### config.mk
export PLATFORM = sky130hd
export DESIGN_NAME = pll_lock_sequencer
export DESIGN_NICKNAME = d
export VERILOG_FILES = /design/src/rtl/pll_lock_sequencer_pkg.sv /design/src/rtl/pll_lock_sequencer_sync_bit.sv /design/src/rtl/pll_lock_sequencer.sv
export SDC_FILE = /design/constraint.sdc
export NUM_CORES = 1
export LEC_CHECK = 0
export BUFFER_PORTS_ARGS = -buffer_cell sky130_fd_sc_hd__buf_2
export CAP_MARGIN = 20
export CORE_MARGIN = 2
export CORE_UTILIZATION = 35
export CTS_CLUSTER_DIAMETER = 50
export CTS_CLUSTER_SIZE = 30
export DETAILED_ROUTE_END_ITERATION = 8
export SLEW_MARGIN = 20
export SYNTH_ARGS = -nofsm -noshare
export SYNTH_HDL_FRONTEND = slang
export SYNTH_SLANG_ARGS = --single-unit
### constraint.sdc
create_clock -name clock_in -period 2.1 [get_ports clock_in]
set_input_delay 0.315 -clock clock_in [delete_from_list [all_inputs] [get_ports clock_in]]
set_output_delay 0.315 -clock clock_in [all_outputs]
set_load 0.005 [all_outputs]
### src/rtl/pll_lock_sequencer_pkg.sv
// Shared state encodings, registered-output bundle and sizing helper for the PLL lock sequencer.
// Latency: n/a (definitions only).
// Backpressure: n/a.
package pll_lock_sequencer_pkg;

    localparam int STATE_W = 3;

    typedef enum logic [STATE_W-1:0] {
        ST_RESET_PLL = 3'd0,
        ST_WAIT_LOCK = 3'd1,
        ST_STABLE    = 3'd2,
        ST_RUN       = 3'd3,
        ST_FAILED    = 3'd4
    } seq_state_t;

    typedef struct packed {
        logic resetb;
        logic bypass;
        logic sys_reset;
        logic ready;
        logic failed;
    } seq_out_t;

    localparam seq_out_t OUT_RESET = '{
        resetb:    1'b0,
        bypass:    1'b0,
        sys_reset: 1'b1,
        ready:     1'b0,
        failed:    1'b0
    };

    function automatic int max3(input int a, input int b, input int c);
        int m;
        m = (a > b) ? a : b;
        return (m > c) ? m : c;
    endfunction

endpackage

### src/rtl/pll_lock_sequencer_sync_bit.sv
// Single-bit synchroniser: STAGES-deep flop chain, synchronously cleared.
// Latency: STAGES cycles from d to q.
// Backpressure: none.
module sync_bit #(
    parameter int STAGES = 2
) (
    input  logic clk,
    input  logic reset,
    input  logic d,
    output logic q
);

    logic [STAGES-1:0] chain;

    always_ff @(posedge clk) begin
        if (reset) begin
            chain <= '0;
        end else begin
            chain <= {chain[STAGES-2:0], d};
        end
    end

    assign q = chain[STAGES-1];

endmodule

### src/rtl/pll_lock_sequencer.sv
// PLL power-up/recovery sequencer: drives RESETB/BYPASS and holds sys_reset until lock is stable.
// Latency: outputs registered; pll_locked reaches the FSM after SYNC_STAGES cycles.
// Backpressure: none; restart is a one-cycle pulse honoured in any state.
module pll_lock_sequencer
    import pll_lock_sequencer_pkg::*;
#(
    parameter int RESET_CYCLES  = 16,
    parameter int LOCK_TIMEOUT  = 1200,
    parameter int STABLE_CYCLES = 240,
    parameter int MAX_RETRIES   = 3,
    parameter int SYNC_STAGES   = 2
) (
    input  logic                             clock_in,
    input  logic                             reset,
    input  logic                             pll_locked,
    input  logic                             restart,
    output logic                             pll_resetb,
    output logic                             pll_bypass,
    output logic                             sys_reset,
    output logic                             pll_ready,
    output logic                             failed,
    output logic [$clog2(MAX_RETRIES+1)-1:0] retry_count,
    output logic [7:0]                       lock_loss_count,
    output logic [STATE_W-1:0]               state
);

    localparam int RW    = $clog2(MAX_RETRIES + 1);
    localparam int CNT_W = $clog2(max3(RESET_CYCLES, LOCK_TIMEOUT, STABLE_CYCLES) + 1);

    localparam logic [CNT_W-1:0] RESET_LAST   = CNT_W'(RESET_CYCLES - 1);
    localparam logic [CNT_W-1:0] TIMEOUT_LAST = CNT_W'(LOCK_TIMEOUT - 1);
    localparam logic [CNT_W-1:0] STABLE_LAST  = CNT_W'(STABLE_CYCLES - 1);
    localparam logic [RW-1:0]    RETRY_MAX    = RW'(MAX_RETRIES);

    logic             lock_s;
    seq_state_t       state_q;
    seq_state_t       state_nxt;
    logic             enter;
    logic [CNT_W-1:0] cnt_q;
    logic [RW-1:0]    retry_q;
    logic [RW-1:0]    retry_nxt;
    logic [7:0]       loss_q;
    logic [7:0]       loss_nxt;
    seq_out_t         out_q;
    seq_out_t         out_nxt;

    sync_bit #(
        .STAGES (SYNC_STAGES)
    ) u_lock_sync (
        .clk   (clock_in),
        .reset (reset),
        .d     (pll_locked),
        .q     (lock_s)
    );

    // State, counters and outputs all move on the same edge so outputs track state exactly.
    always_ff @(posedge clock_in) begin
        if (reset) begin
            state_q <= ST_RESET_PLL;
            cnt_q   <= '0;
            retry_q <= '0;
            loss_q  <= '0;
            out_q   <= OUT_RESET;
        end else begin
            state_q <= state_nxt;
            retry_q <= retry_nxt;
            loss_q  <= loss_nxt;
            out_q   <= out_nxt;
            if (enter) begin
                cnt_q <= '0;
            end else if (state_q == ST_RESET_PLL || state_q == ST_WAIT_LOCK || state_q == ST_STABLE) begin
                cnt_q <= cnt_q + CNT_W'(1);
            end
        end
    end

    always_comb begin
        state_nxt = state_q;
        retry_nxt = retry_q;
        loss_nxt  = loss_q;
        enter     = 1'b0;
        if (restart) begin
            // Wins over a coincident timeout or lock loss; that loss is deliberately not counted.
            state_nxt = ST_RESET_PLL;
            retry_nxt = '0;
            enter     = 1'b1;
        end else begin
            case (state_q)
                ST_RESET_PLL: begin
                    if (cnt_q == RESET_LAST) begin
                        state_nxt = ST_WAIT_LOCK;
                        enter     = 1'b1;
                    end
                end
                ST_WAIT_LOCK: begin
                    if (lock_s) begin
                        state_nxt = ST_STABLE;
                        enter     = 1'b1;
                    end else if (cnt_q == TIMEOUT_LAST) begin
                        retry_nxt = retry_q + RW'(1);
                        state_nxt = (retry_nxt == RETRY_MAX) ? ST_FAILED : ST_RESET_PLL;
                        enter     = 1'b1;
                    end
                end
                ST_STABLE: begin
                    if (!lock_s) begin
                        state_nxt = ST_WAIT_LOCK;
                        enter     = 1'b1;
                    end else if (cnt_q == STABLE_LAST) begin
                        state_nxt = ST_RUN;
                        retry_nxt = '0;
                        enter     = 1'b1;
                    end
                end
                ST_RUN: begin
                    if (!lock_s) begin
                        state_nxt = ST_RESET_PLL;
                        loss_nxt  = (loss_q == 8'hFF) ? loss_q : loss_q + 8'd1;
                        enter     = 1'b1;
                    end
                end
                ST_FAILED: begin
                    state_nxt = ST_FAILED;
                end
                default: begin
                    state_nxt = ST_RESET_PLL;
                    enter     = 1'b1;
                end
            endcase
        end
    end

    always_comb begin
        out_nxt = OUT_RESET;
        case (state_nxt)
            ST_WAIT_LOCK, ST_STABLE: begin
                out_nxt.resetb = 1'b1;
            end
            ST_RUN: begin
                out_nxt.resetb    = 1'b1;
                out_nxt.sys_reset = 1'b0;
                out_nxt.ready     = 1'b1;
            end
            ST_FAILED: begin
                // Bypass mode: system runs off the 12 MHz reference with the PLL held in reset.
                out_nxt.bypass    = 1'b1;
                out_nxt.sys_reset = 1'b0;
                out_nxt.failed    = 1'b1;
            end
            default: begin
                out_nxt = OUT_RESET;
            end
        endcase
    end

    assign pll_resetb      = out_q.resetb;
    assign pll_bypass      = out_q.bypass;
    assign sys_reset       = out_q.sys_reset;
    assign pll_ready       = out_q.ready;
    assign failed          = out_q.failed;
    assign retry_count     = retry_q;
    assign lock_loss_count = loss_q;
    assign state           = state_q;

endmodule

### Yosys cells after proc, flatten, opt, wreduce, memory -nomap -nowiden

Index checks and enable logic that the tools add are counted.

| cells by class | value |
|---|---|
| $add $sub $neg | 3 |
| multipliers | 0 |
| divide/modulo/power cells | 0 |
| magnitude comparators | 0 |
| equal/unequal tests | 17 |
| shift-type cells | 0 |
| mux-type cells | 26 |
| bitwise operators | 3 |
| reductions and logical operators | 10 |

Operator list:

| cell | count |
|---|---|
| 3-bit two-way mux | 8 |
| 3-bit case mux with 5 select lines | 1 |
| 3-bit by 2-bit == test with 1-bit output (second input constant) | 4 |
| 11-bit by 1-bit adder with 11-bit output (second input constant) | 1 |
| 11-bit == test (second input constant) | 1 |
| 11-bit by 4-bit == test with 1-bit output (second input constant) | 1 |
| 11-bit by 8-bit == test with 1-bit output (second input constant) | 1 |
| 1-bit two-way mux | 11 |
| 8-bit by 1-bit adder with 8-bit output (second input constant) | 1 |
| 8-bit == test (second input constant) | 1 |
| 2-bit two-way mux | 4 |
| 3-bit by 1-bit == test with 1-bit output (second input constant) | 2 |
| 3-bit == test (second input constant) | 2 |
| 2-bit by 1-bit != test with 1-bit output (second input constant) | 3 |
| 2-bit OR reduction | 3 |
| 1-bit case mux with 5 select lines | 1 |
| 5-bit AND reduction | 1 |
| 2-bit case mux with 2 select lines | 1 |
| 4-bit AND reduction | 1 |
| 3-bit zero test | 1 |
| 1-bit inverter | 3 |
| 3-bit OR reduction | 1 |
| 2-bit by 1-bit adder with 2-bit output (second input constant) | 1 |
| 2-bit == test (second input constant) | 1 |
| 3 further kinds | 4 |

| storage, ports and cells | value |
|---|---|
| register bits after elaboration | 30 |
| latch bits | 0 |
| memory bits (writable) | 0 |
| bits in read-only memories | 0 |
| output and inout port bits | 18 |
| logic and storage cells | 68 |
| memories kept | 0 |

### Logic depth before layout (Yosys ltp)

Gate-level depths: netlist of run 1.

| depth | value |
|---|---|
| depth in word-level cells | 10 |
| depth in mapped cells | 7 |
| gate-level depth less buffers | 6 |

### Hierarchy

A second synthesis of run 1 with hierarchy kept.

| unflattened totals | value |
|---|---|
| cell total of the unflattened synthesis | 171 |
| area total of the unflattened synthesis | 1600.3 um^2 |

By module, submodules not included:

| module | times used | cells an instance | area an instance (um^2) | seq. area each (um^2) |
|---|---|---|---|---|
| pll_lock_sequencer | 1 | 167 | 1547.7 | 560.5 |
| sync_bit | 1 | 4 | 52.6 | 40.0 |

### Least setup slack after synthesis of run 1

OpenSTA, ideal clock, no wires.

| path | value |
|---|---|
| kind | register -> register |
| start point | reg state_q[1], in the netlist state[1] |
| end point | reg cnt_q[0] |
| library setup time | 0.115 ns |
| arrival time | 1.531 ns |
| data required time | 1.985 ns |
| slack | 0.454 ns |
| cell stages (with the launch flop) | 8 |
| buffers on the path | 2 |
| clock period less this slack | 1.646 ns |
| path through | dfxtp_1 > buf_4 > or4_4 > nor4_2 > a211oi_2 > o2111ai_2 > buf_6 > nor2_1 |

| on the way | value |
|---|---|
| cells in the longest elaborated chain, start to end | 4 |

RTL lines:

| what | line | source |
|---|---|---|
| start, declared | pll_lock_sequencer.sv:36 | `seq_state_t state_q;` |
| start signal, assigned | pll_lock_sequencer.sv:65 | `state_q <= state_nxt;` |
| 3-bit == test, or another cell as far along | pll_lock_sequencer.sv:88 | `case (state_q)` |
| 1-bit case mux with 5 select lines | pll_lock_sequencer.sv:88 |  |
| 1-bit two-way mux | pll_lock_sequencer.sv:82 | `if (restart) begin` |
| 2-bit OR reduction (no line) | n/a |  |
| end signal, assigned | pll_lock_sequencer.sv:72 | `cnt_q <= cnt_q + CNT_W'(1);` |
| end, declared | pll_lock_sequencer.sv:39 | `logic [CNT_W-1:0] cnt_q;` |

Parallel ways exist; a longest one is shown, timed or not.
A chain may end at the register's enable or synchronous reset.

### Final worst setup path of run 1

| path | value |
|---|---|
| start point | reg state_q[0], in the netlist state[0] |
| end point | reg cnt_q[0] |

The elaborated chain is that of the path after synthesis.

==> impl_metrics.ini, run 1 <==
[drt]
avgViaCountPerCell = 4.87
drc_errors = 0
drt_pass1_iterations = 4
ant_nets = 0
routed_wl_um = 2590
wire_per_inst_um = 10.9
via_count = 1155
dr.first_iter.drc_count = 33

[synthesis]
synth_edf_count = 0
yosys_warnings = 0
ys.flop_type = dfxtp_1
ys_async_sr_fraction = 0
synth_nets = 169
syn_inst = 162
synth_cell_types = 39
yosysSeqAreaShare = 0.421
ys_ff_latch = 30
netlist_area_mm2 = 0.00143
synth.avg_cell_area_um2 = 8.81

[clock_network]
clkLatencyLatePin_ns = 0.28
post_cts_resize_count = 0
cts_tree = yes
htree_levels = 2
clock_path_buffers = 2
clk_pin_slew_ns = 0.06
cts_hold_buf = 0
clock_sinks = 30
post_cts_buffers = 0
cts_inserted_buffers = 5
root_buffer = clkbuf_8

[cells_and_area]
nNetsFinal = 193
final_layout_size_suffix_gt1_frac = 0.209
num_antenna_cells = 0
fillerInstances = 406
area_growth_pct = 17.3

[outcome]
status = finished, final reports clean

[timing]
tightest_slew_ns = 0.568
setup_viol = 0
finalClockSkew_ns = 0.00301
max_slew_margin = 0.621
setup_tns_ns = 0
layout_setup_ws_ns = 0.281
rsz0062_at_grt = no
hold_violations = 0
slew_viol_final = 0
fmax_mhz = 550
fin_crit_ns = 1.82
fin_crit_sh = 0.866

[global_routing]
grt_pass1_vias = 1012
grt_pass1_wl_um = 4500
grt-ovfl-total = 0
track_usage = 0.132
antenna_found_initial = 0
grt_max_degree = 13

[place]
dp.final_hpwl_um = 1880
io_buffers = 21
routabilityCongestion = 0.739
place_ws_ns = 0.271

[hold_path]
hp-class = in -> reg

[pwr]
irDropWorstVdd_mv = 0.264
p_leak_nw = 0.682
powerDensity_mw_per_mm2 = 675

[floorplanning]
io_pins = 22
initial_core_util = 0.359
die_h_um = 67.9
dieArea_mm2 = 0.00461
die_w_um = 67.9
coreArea_mm2 = 0.00397
rows = 23

[worst_setup_path]
end_kind = register
crit_fanout = 11
critPathKind = reg -> reg
cp.required_ns = 2.30
start_kind = register
arrival_ns = 2.02

[flow_run]
maxCapViolCount = 0
-- worst max-delay path, cell delays in order, from the launching register on --
cell	delay, ns
dfxtp_1	0.52
or3b_4	0.24
nor4_2	0.06
a211oi_2	0.33
o2111ai_2	0.40
nor2_1	0.20
-- through the flow --
stage	total power [mW]	instances	cell area (um2)	hold WS [ns]	utilization
final	1.13	237	1670	0.256	0.422
after global placement	0.613	229	1560	0.417	0.394
after detailed placement	0.613	229	1560	0.439	0.394
after CTS	1.15	237	1670	0.252	0.422
after floorplan	0.605	162	1430	0.414	-
after global routing	1.18	237	1670	0.275	0.422
-- power by group --
group / internal, mW / switching, mW
Sequential: 0.573 / 0.00285
Clock: 0.330 / 0.200
Combinational: 0.00906 / 0.0150
-- metal layers --
| metal | track usage | share of wire | wire, um | vias to the layer above |
|---|---|---|---|---|
| met5 | 0 | 0 | 0 | - |
| met4 | 0.0675 | 0.021 | 55 | 0 |
| met3 | 0.0444 | 0.047 | 122 | 7 |
| met2 | 0.186 | 0.41 | 1070 | 24 |
| met1 | 0.179 | 0.52 | 1340 | 519 |
| li1 | - | - | - | 605 |
-- cell usage after synthesis, types with 2 or more instances --
library cell / instances / area (um2)
dfxtp_1: 30 / 601
nor2_1: 30 / 113
nand2_1: 12 / 45.0
xor2_1: 12 / 105
nand3_1: 10 / 50.1
and3_1: 7 / 43.8
o21ai_0: 5 / 25.0
xnor2_1: 5 / 43.8
a21oi_1: 4 / 20.0
ha_1: 3 / 37.5
inv_1: 3 / 11.3
nand4_1: 3 / 18.8
nor2b_1: 3 / 18.8
or3_1: 3 / 18.8
a211oi_1: 2 / 15.0
buf_4: 2 / 15.0
buf_6: 2 / 22.5
nand2b_1: 2 / 12.5
nand3b_1: 2 / 15.0
nand4b_1: 2 / 17.5
nor4_2: 2 / 25.0
-- kinds of logic after synthesis --
logic type / count (synthesis) / synth area share
AOI/OAI and AO/OA: 17 / 0.0841
xor gates and xnor gates: 17 / 0.104
adders and majority gates: 3 / 0.0263
buffers and inverters: 9 / 0.0403
DFF: 30 / 0.421
muxes: 1 / 0.00701
and+or+nand+nor: 85 / 0.317
-- worst paths after layout --
kind / startpoint / endpoint / slack (ns) / cells past startpoint
setup / recovery: state[0] / cnt_q[0] / 0.28 / 5
hold / removal: pll_locked / u_lock_sync.chain[0] / 0.26 / 2
setup reg to reg: state[0] / cnt_q[0] / 0.28 / 5
hold reg to reg: u_lock_sync.chain[0] / u_lock_sync.chain[1] / 0.44 / 1
-- registers in the layout (all words and copies together), names as in the netlist --
name,flops
cnt_q,11
failed,1
lock_loss_count,8
pll_ready,1
pll_resetb,1
retry_count,2
state,3
sys_reset,1
u_lock_sync.chain,2
-- layout make-up --
type | count | area (um2) | area share
repair buffers | 23 | 120 | 0.0717
multi-input cells | 123 | 769 | 0.460
well taps | 50 | 62.6 | 0.0374
flip-flops and latches | 30 | 601 | 0.359
inverters | 3 | 11.3 | 0.00673
clock buffers | 8 | 110 | 0.0658
-- layout by cell type (no fill, tap or decap), types with 3 or more instances in the layout --
cell type / instances
o21ai_0: 5
xnor2_1: 5
dfxtp_1: 30
buf_2: 21
ha_1: 3
and3_1: 7
nand4_1: 3
nor2b_1: 3
a21oi_1: 4
nor2_1: 30
nand3_1: 10
clkbuf_8: 8
xor2_1: 12
or3_1: 3
nand2_1: 12
inv_1: 3
Note: power is estimated with default switching activity, not from simulation.
==> run 2: changes to the inputs <==
==> constraint.sdc (replaced) <==
create_clock -name clock_in -period 2.1 [get_ports clock_in]
set_input_delay 0.21 -clock clock_in [delete_from_list [all_inputs] [get_ports clock_in]]
set_output_delay 0.21 -clock clock_in [all_outputs]
set_load 0.005 [all_outputs]
==> run 2 against run 1 <==
Design area is 2.0% lower. Sequential power about the same. Sequential share of layout area is 0.74 points higher. Clock skew fell by 0.00058 ns. Utilization fell by 0.85 points. First-iteration DRC count grew 15%. Cell count shrank 0.42%. Combinational power barely moved. Clock power down 21%.
==> impl_metrics.ini, run 2 (synthesized netlist as in run 1, its figures left out) <==
[cells_and_area]
final_layout_size_suffix_gt1_frac = 0.194
top_register = cnt_q
nNetsFinal = 193
final_cells = 236
largest_reg_flops = 11
fin_util = 0.413
final_cell_mix = 30 x nor2_1, 30 x dfxtp_1, 21 x buf_2, 12 x nand2_1, 12 x xor2_1
area_growth_pct = 14.9
num_antenna_cells = 0

[pwr]
irDropWorstVdd_mv = 0.271
powerDensity_mw_per_mm2 = 621
p_leak_nw = 0.663
power.total_mw = 1.02

[global_routing]
antenna_found_initial = 0
grt_pass1_wl_um = 4710
grt_pass1_vias = 1090
track_usage = 0.138
grt-ovfl-total = 0
grt_max_degree = 13

[timing]
rsz0062_at_grt = no
fin_crit_sh = 0.875
setup_viol = 0
hold_violations = 0
setup_tns_ns = 0
tightest_slew_ns = 0.529
finalClockSkew_ns = 0.00243
max_slew_margin = 0.648
slew_viol_final = 0
fin_crit_ns = 1.84
fmax_mhz = 544

[worst_setup_path]
crit_chain = or3b_4 -> nor4_2 -> a211oi_2 -> o2111ai_2 -> nor2_1
start_kind = register
rr_startpoint = state[2]
rr_worst_depth = 5
arrival_ns = 2.05
crit_fanout = 12
cp.required_ns = 2.31
r2r-end = cnt_q[8]
regToRegSetupSlack_ns = 0.26
cp-endpoint = cnt_q[8]
slowest_stage = dfxtp_1
critPathKind = reg -> reg
end_kind = register
slowest_delay_ns = 0.56
crit_start = state[2]

[clock_network]
post_cts_buffers = 0
clock_sinks = 30
clk_pin_slew_ns = 0.06
clkLatencyLatePin_ns = 0.28
clock_path_buffers = 2
cts_inserted_buffers = 5
root_buffer = clkbuf_8
cts_hold_buf = 0
cts_tree = yes
htree_levels = 2
post_cts_resize_count = 0

[drt]
ant_nets = 0
drc_errors = 0
drt_pass1_iterations = 4
via_count = 1151
routed_wl_um = 2650
wire_per_inst_um = 11.2
avgViaCountPerCell = 4.88
dr.first_iter.drc_count = 38

[place]
dp.final_hpwl_um = 1950
routabilityCongestion = 0.757
io_buffers = 21
dp.cells = 229

[outcome]
status = finished, final reports clean

[floorplanning]
rows = 23
die_w_um = 67.9
dieArea_mm2 = 0.00461
die_h_um = 67.9
initial_core_util = 0.359
coreArea_mm2 = 0.00397
io_pins = 22

[flow_run]
maxCapViolCount = 0

[hold_path]
hp-class = in -> reg
-- run 2: routing by layer --
metal / vias to the layer above / global-route usage / part of all wire
met5: - / 0 / 0
met4: 0 / 0.0575 / 0.016
met3: 6 / 0.0625 / 0.054
met2: 25 / 0.208 / 0.43
met1: 511 / 0.169 / 0.49
li1: 609 / - / -
-- run 2: worst min path at each step --
stage                         startpoint                   end  slack (ns)  cells after the start
floorplan                     pll_locked  u_lock_sync.chain[0]        0.34                      1
global placement    u_lock_sync.chain[0]  u_lock_sync.chain[1]        0.42                      1
detailed placement  u_lock_sync.chain[0]  u_lock_sync.chain[1]        0.42                      1
CTS                           pll_locked  u_lock_sync.chain[0]        0.14                      2
global route                  pll_locked  u_lock_sync.chain[0]        0.14                      2
finish                        pll_locked  u_lock_sync.chain[0]        0.14                      2
-- run 2: critical path, delay by kind of cell (launching register included) --
family / cells / cell delay [ns]
AO/OA/AOI/OAI: 2 / 0.72
flip-flops: 1 / 0.56
AND/OR/NAND/NOR: 3 / 0.49
-- run 2: area by class of cell --
cell class,count,area [um2]
fill,405,2330
multi-input combinational,123,769
sequential,30,601
timing repair buffer,23,120
clock buffer,7,76.3
tap,50,62.6
inverter,3,11.3
-- run 2: stage by stage --
step	worst slack (ns)	hold slack (ns)	cell area [um2]
after floorplan	0.454	0.338	1430
after global placement	0.274	0.418	1560
after detailed placement	0.277	0.425	1560
after CTS	0.245	0.141	1640
after global routing	0.0754	0.137	1640
final	0.262	0.144	1640
-- run 2: power breakdown --
group | leakage, nW | switching (mW) | total, mW | internal, mW
combinational | 0.382 | 0.0148 | 0.0239 | 0.00909
clock | 0.0383 | 0.192 | 0.419 | 0.227
sequential | 0.242 | 0.00298 | 0.576 | 0.573
total | 0.663 | 0.209 | 1.02 | 0.809
==> run 3: changes to the inputs <==
CELL_PAD_IN_SITES_DETAIL_PLACEMENT = 1   (was default)
CELL_PAD_IN_SITES_GLOBAL_PLACEMENT = 2   (was default)
CORE_UTILIZATION = 33   (was 35)
HOLD_SLACK_MARGIN = 0.1   (was default)
PLACE_DENSITY_LB_ADDON = 0.1   (was default)
==> run 3 against run 2 <==
Cell count stayed put. Global-route usage is 1.8 points higher. Total power is 3.3% higher.
==> impl_metrics.ini, run 3 (synthesized netlist as in run 1, its figures left out) <==
[outcome]
status = finished, final reports clean

[worst_setup_path]
crit_start = cnt_q[0]
cp.required_ns = 2.31
regToRegSetupSlack_ns = 0.30
critPathKind = reg -> reg
r2r-end = cnt_q[7]
slowest_delay_ns = 0.39
crit_fanout = 11
end_kind = register
rr_worst_depth = 6
crit_chain = ha_1 -> nand3_1 -> nor4_2 -> a211oi_2 -> o2111ai_4 -> nor2_1
slowest_stage = a211oi_2
cp-endpoint = cnt_q[7]
arrival_ns = 2.01
start_kind = register
rr_startpoint = cnt_q[0]

[clock_network]
htree_levels = 2
clock_path_buffers = 2
clk_pin_slew_ns = 0.06
clock_sinks = 30
cts_tree = yes
cts_inserted_buffers = 5
cts_hold_buf = 0
root_buffer = clkbuf_8
clkLatencyLatePin_ns = 0.28

[global_routing]
use_met3 = 0.0494
grt-ovfl-total = 0
grt_max_degree = 13
grt_pass1_vias = 1275
grt_pass1_wl_um = 5910
met2_usage = 0.272
top_usage_layer = met2
met1_usage = 0.170
antenna_found_initial = 0
track_usage = 0.155

[timing]
fin_crit_ns = 1.80
setup_tns_ns = 0
fin_crit_sh = 0.858
setup_viol = 0
rsz0062_at_grt = no
hold_violations = 0
finalClockSkew_ns = 0.00273
max_slew_margin = 0.700
fmax_mhz = 555
slew_viol_final = 0
tightest_slew_ns = 0.444

[cells_and_area]
area_growth_pct = 17.0
multi_input_area_um2 = 786
num_antenna_cells = 0
final_layout_size_suffix_gt1_frac = 0.210
final_cell_mix = 30 x nor2_1, 30 x dfxtp_1, 21 x buf_2, 12 x nand2_1, 12 x xor2_1
final_cells = 236
largest_reg_flops = 11
top_register = cnt_q
fillerInstances = 510
nNetsFinal = 194
seqCellArea_um2 = 601

[floorplanning]
rows = 23
dieArea_mm2 = 0.00487
coreArea_mm2 = 0.00409
die_h_um = 69.8
io_pins = 22
initial_core_util = 0.349
die_w_um = 69.8

[drt]
drc_errors = 0
dr.first_iter.drc_count = 45
avgViaCountPerCell = 5.05
via_count = 1192
routed_wl_um = 3320
ant_nets = 0
wire_per_inst_um = 14.0
drt_pass1_iterations = 4

[pwr]
p_int_mw = 0.835
irDropWorstVdd_mv = 0.279
p_sw_frac = 0.207
p_sw_mw = 0.217
p_clk_frac = 0.428
powerDensity_mw_per_mm2 = 630
p_leak_nw = 0.679
seqPwrFrac = 0.548
combPwrFrac = 0.024

[place]
dp.cells = 230
routabilityCongestion = 0.763
io_buffers = 21
dp.final_hpwl_um = 2540

[flow_run]
maxCapViolCount = 0

[hold_path]
hp-class = in -> reg
## run 3: worst max-delay path: cells and delay by family, from the launching register on
| family | cells | cell delay [ns] |
|---|---|---|
| flip-flops | 1 | 0.33 |
| AO/OA/AOI/OAI | 2 | 0.70 |
| adder cells (fa/ha/maj) | 1 | 0.24 |
| AND/OR/NAND/NOR | 3 | 0.46 |
## run 3: per-stage QoR
| step | setup WS, ns | area, um2 | hold WS, ns | util | power (mW) |
|---|---|---|---|---|---|
| after detailed placement | 0.158 | 1570 | 0.425 | 0.385 | 0.613 |
| after global placement | 0.279 | 1570 | 0.426 | 0.385 | 0.613 |
| after floorplan | 0.454 | 1430 | 0.338 | - | 0.605 |
| final | 0.298 | 1670 | 0.142 | 0.409 | 1.05 |
| after global routing | 0.0824 | 1670 | 0.170 | 0.409 | 1.11 |
| after CTS | 0.158 | 1650 | 0.130 | 0.405 | 1.07 |
## run 3: worst min-delay path by stage
stage / from / endpoint / slack, ns / cells past startpoint
CTS: pll_locked / u_lock_sync.chain[0] / 0.13 / 2
global route: pll_locked / u_lock_sync.chain[0] / 0.17 / 2
floorplan: pll_locked / u_lock_sync.chain[0] / 0.34 / 1
detailed placement: pll_locked / u_lock_sync.chain[0] / 0.43 / 2
finish: pll_locked / u_lock_sync.chain[0] / 0.14 / 2
global placement: pll_locked / u_lock_sync.chain[0] / 0.43 / 2
## run 3: routing by layer
layer	vias to the layer above	routed length, um
met1	559	1500
met3	7	117
li1	607	-
met4	0	65
met5	-	0
met2	19	1630
## run 3: layout make-up
class / count / area share
Tap cell: 50 / 0.0375
Inverter: 3 / 0.00674
Clock buffer: 6 / 0.0494
Multi-Input combinational cell: 123 / 0.470
Sequential cell: 30 / 0.360
Timing Repair Buffer: 24 / 0.0764
## run 3: power by group through the flow
stage / Sequential [mW] / Combinational, mW / Clock, mW
finish: 0.576 / 0.0255 / 0.450
global route: 0.576 / 0.0288 / 0.503
CTS: 0.576 / 0.0249 / 0.474
detailed placement: 0.589 / 0.0247 / 0
global placement: 0.588 / 0.0243 / 0
floorplan: 0.588 / 0.0177 / 0
## run 3: repair_timing
item                                    in CTS  in global routing
resized for setup                            0                  2
endpoints found under the setup margin       0                 11
buffers inserted                             0                  0
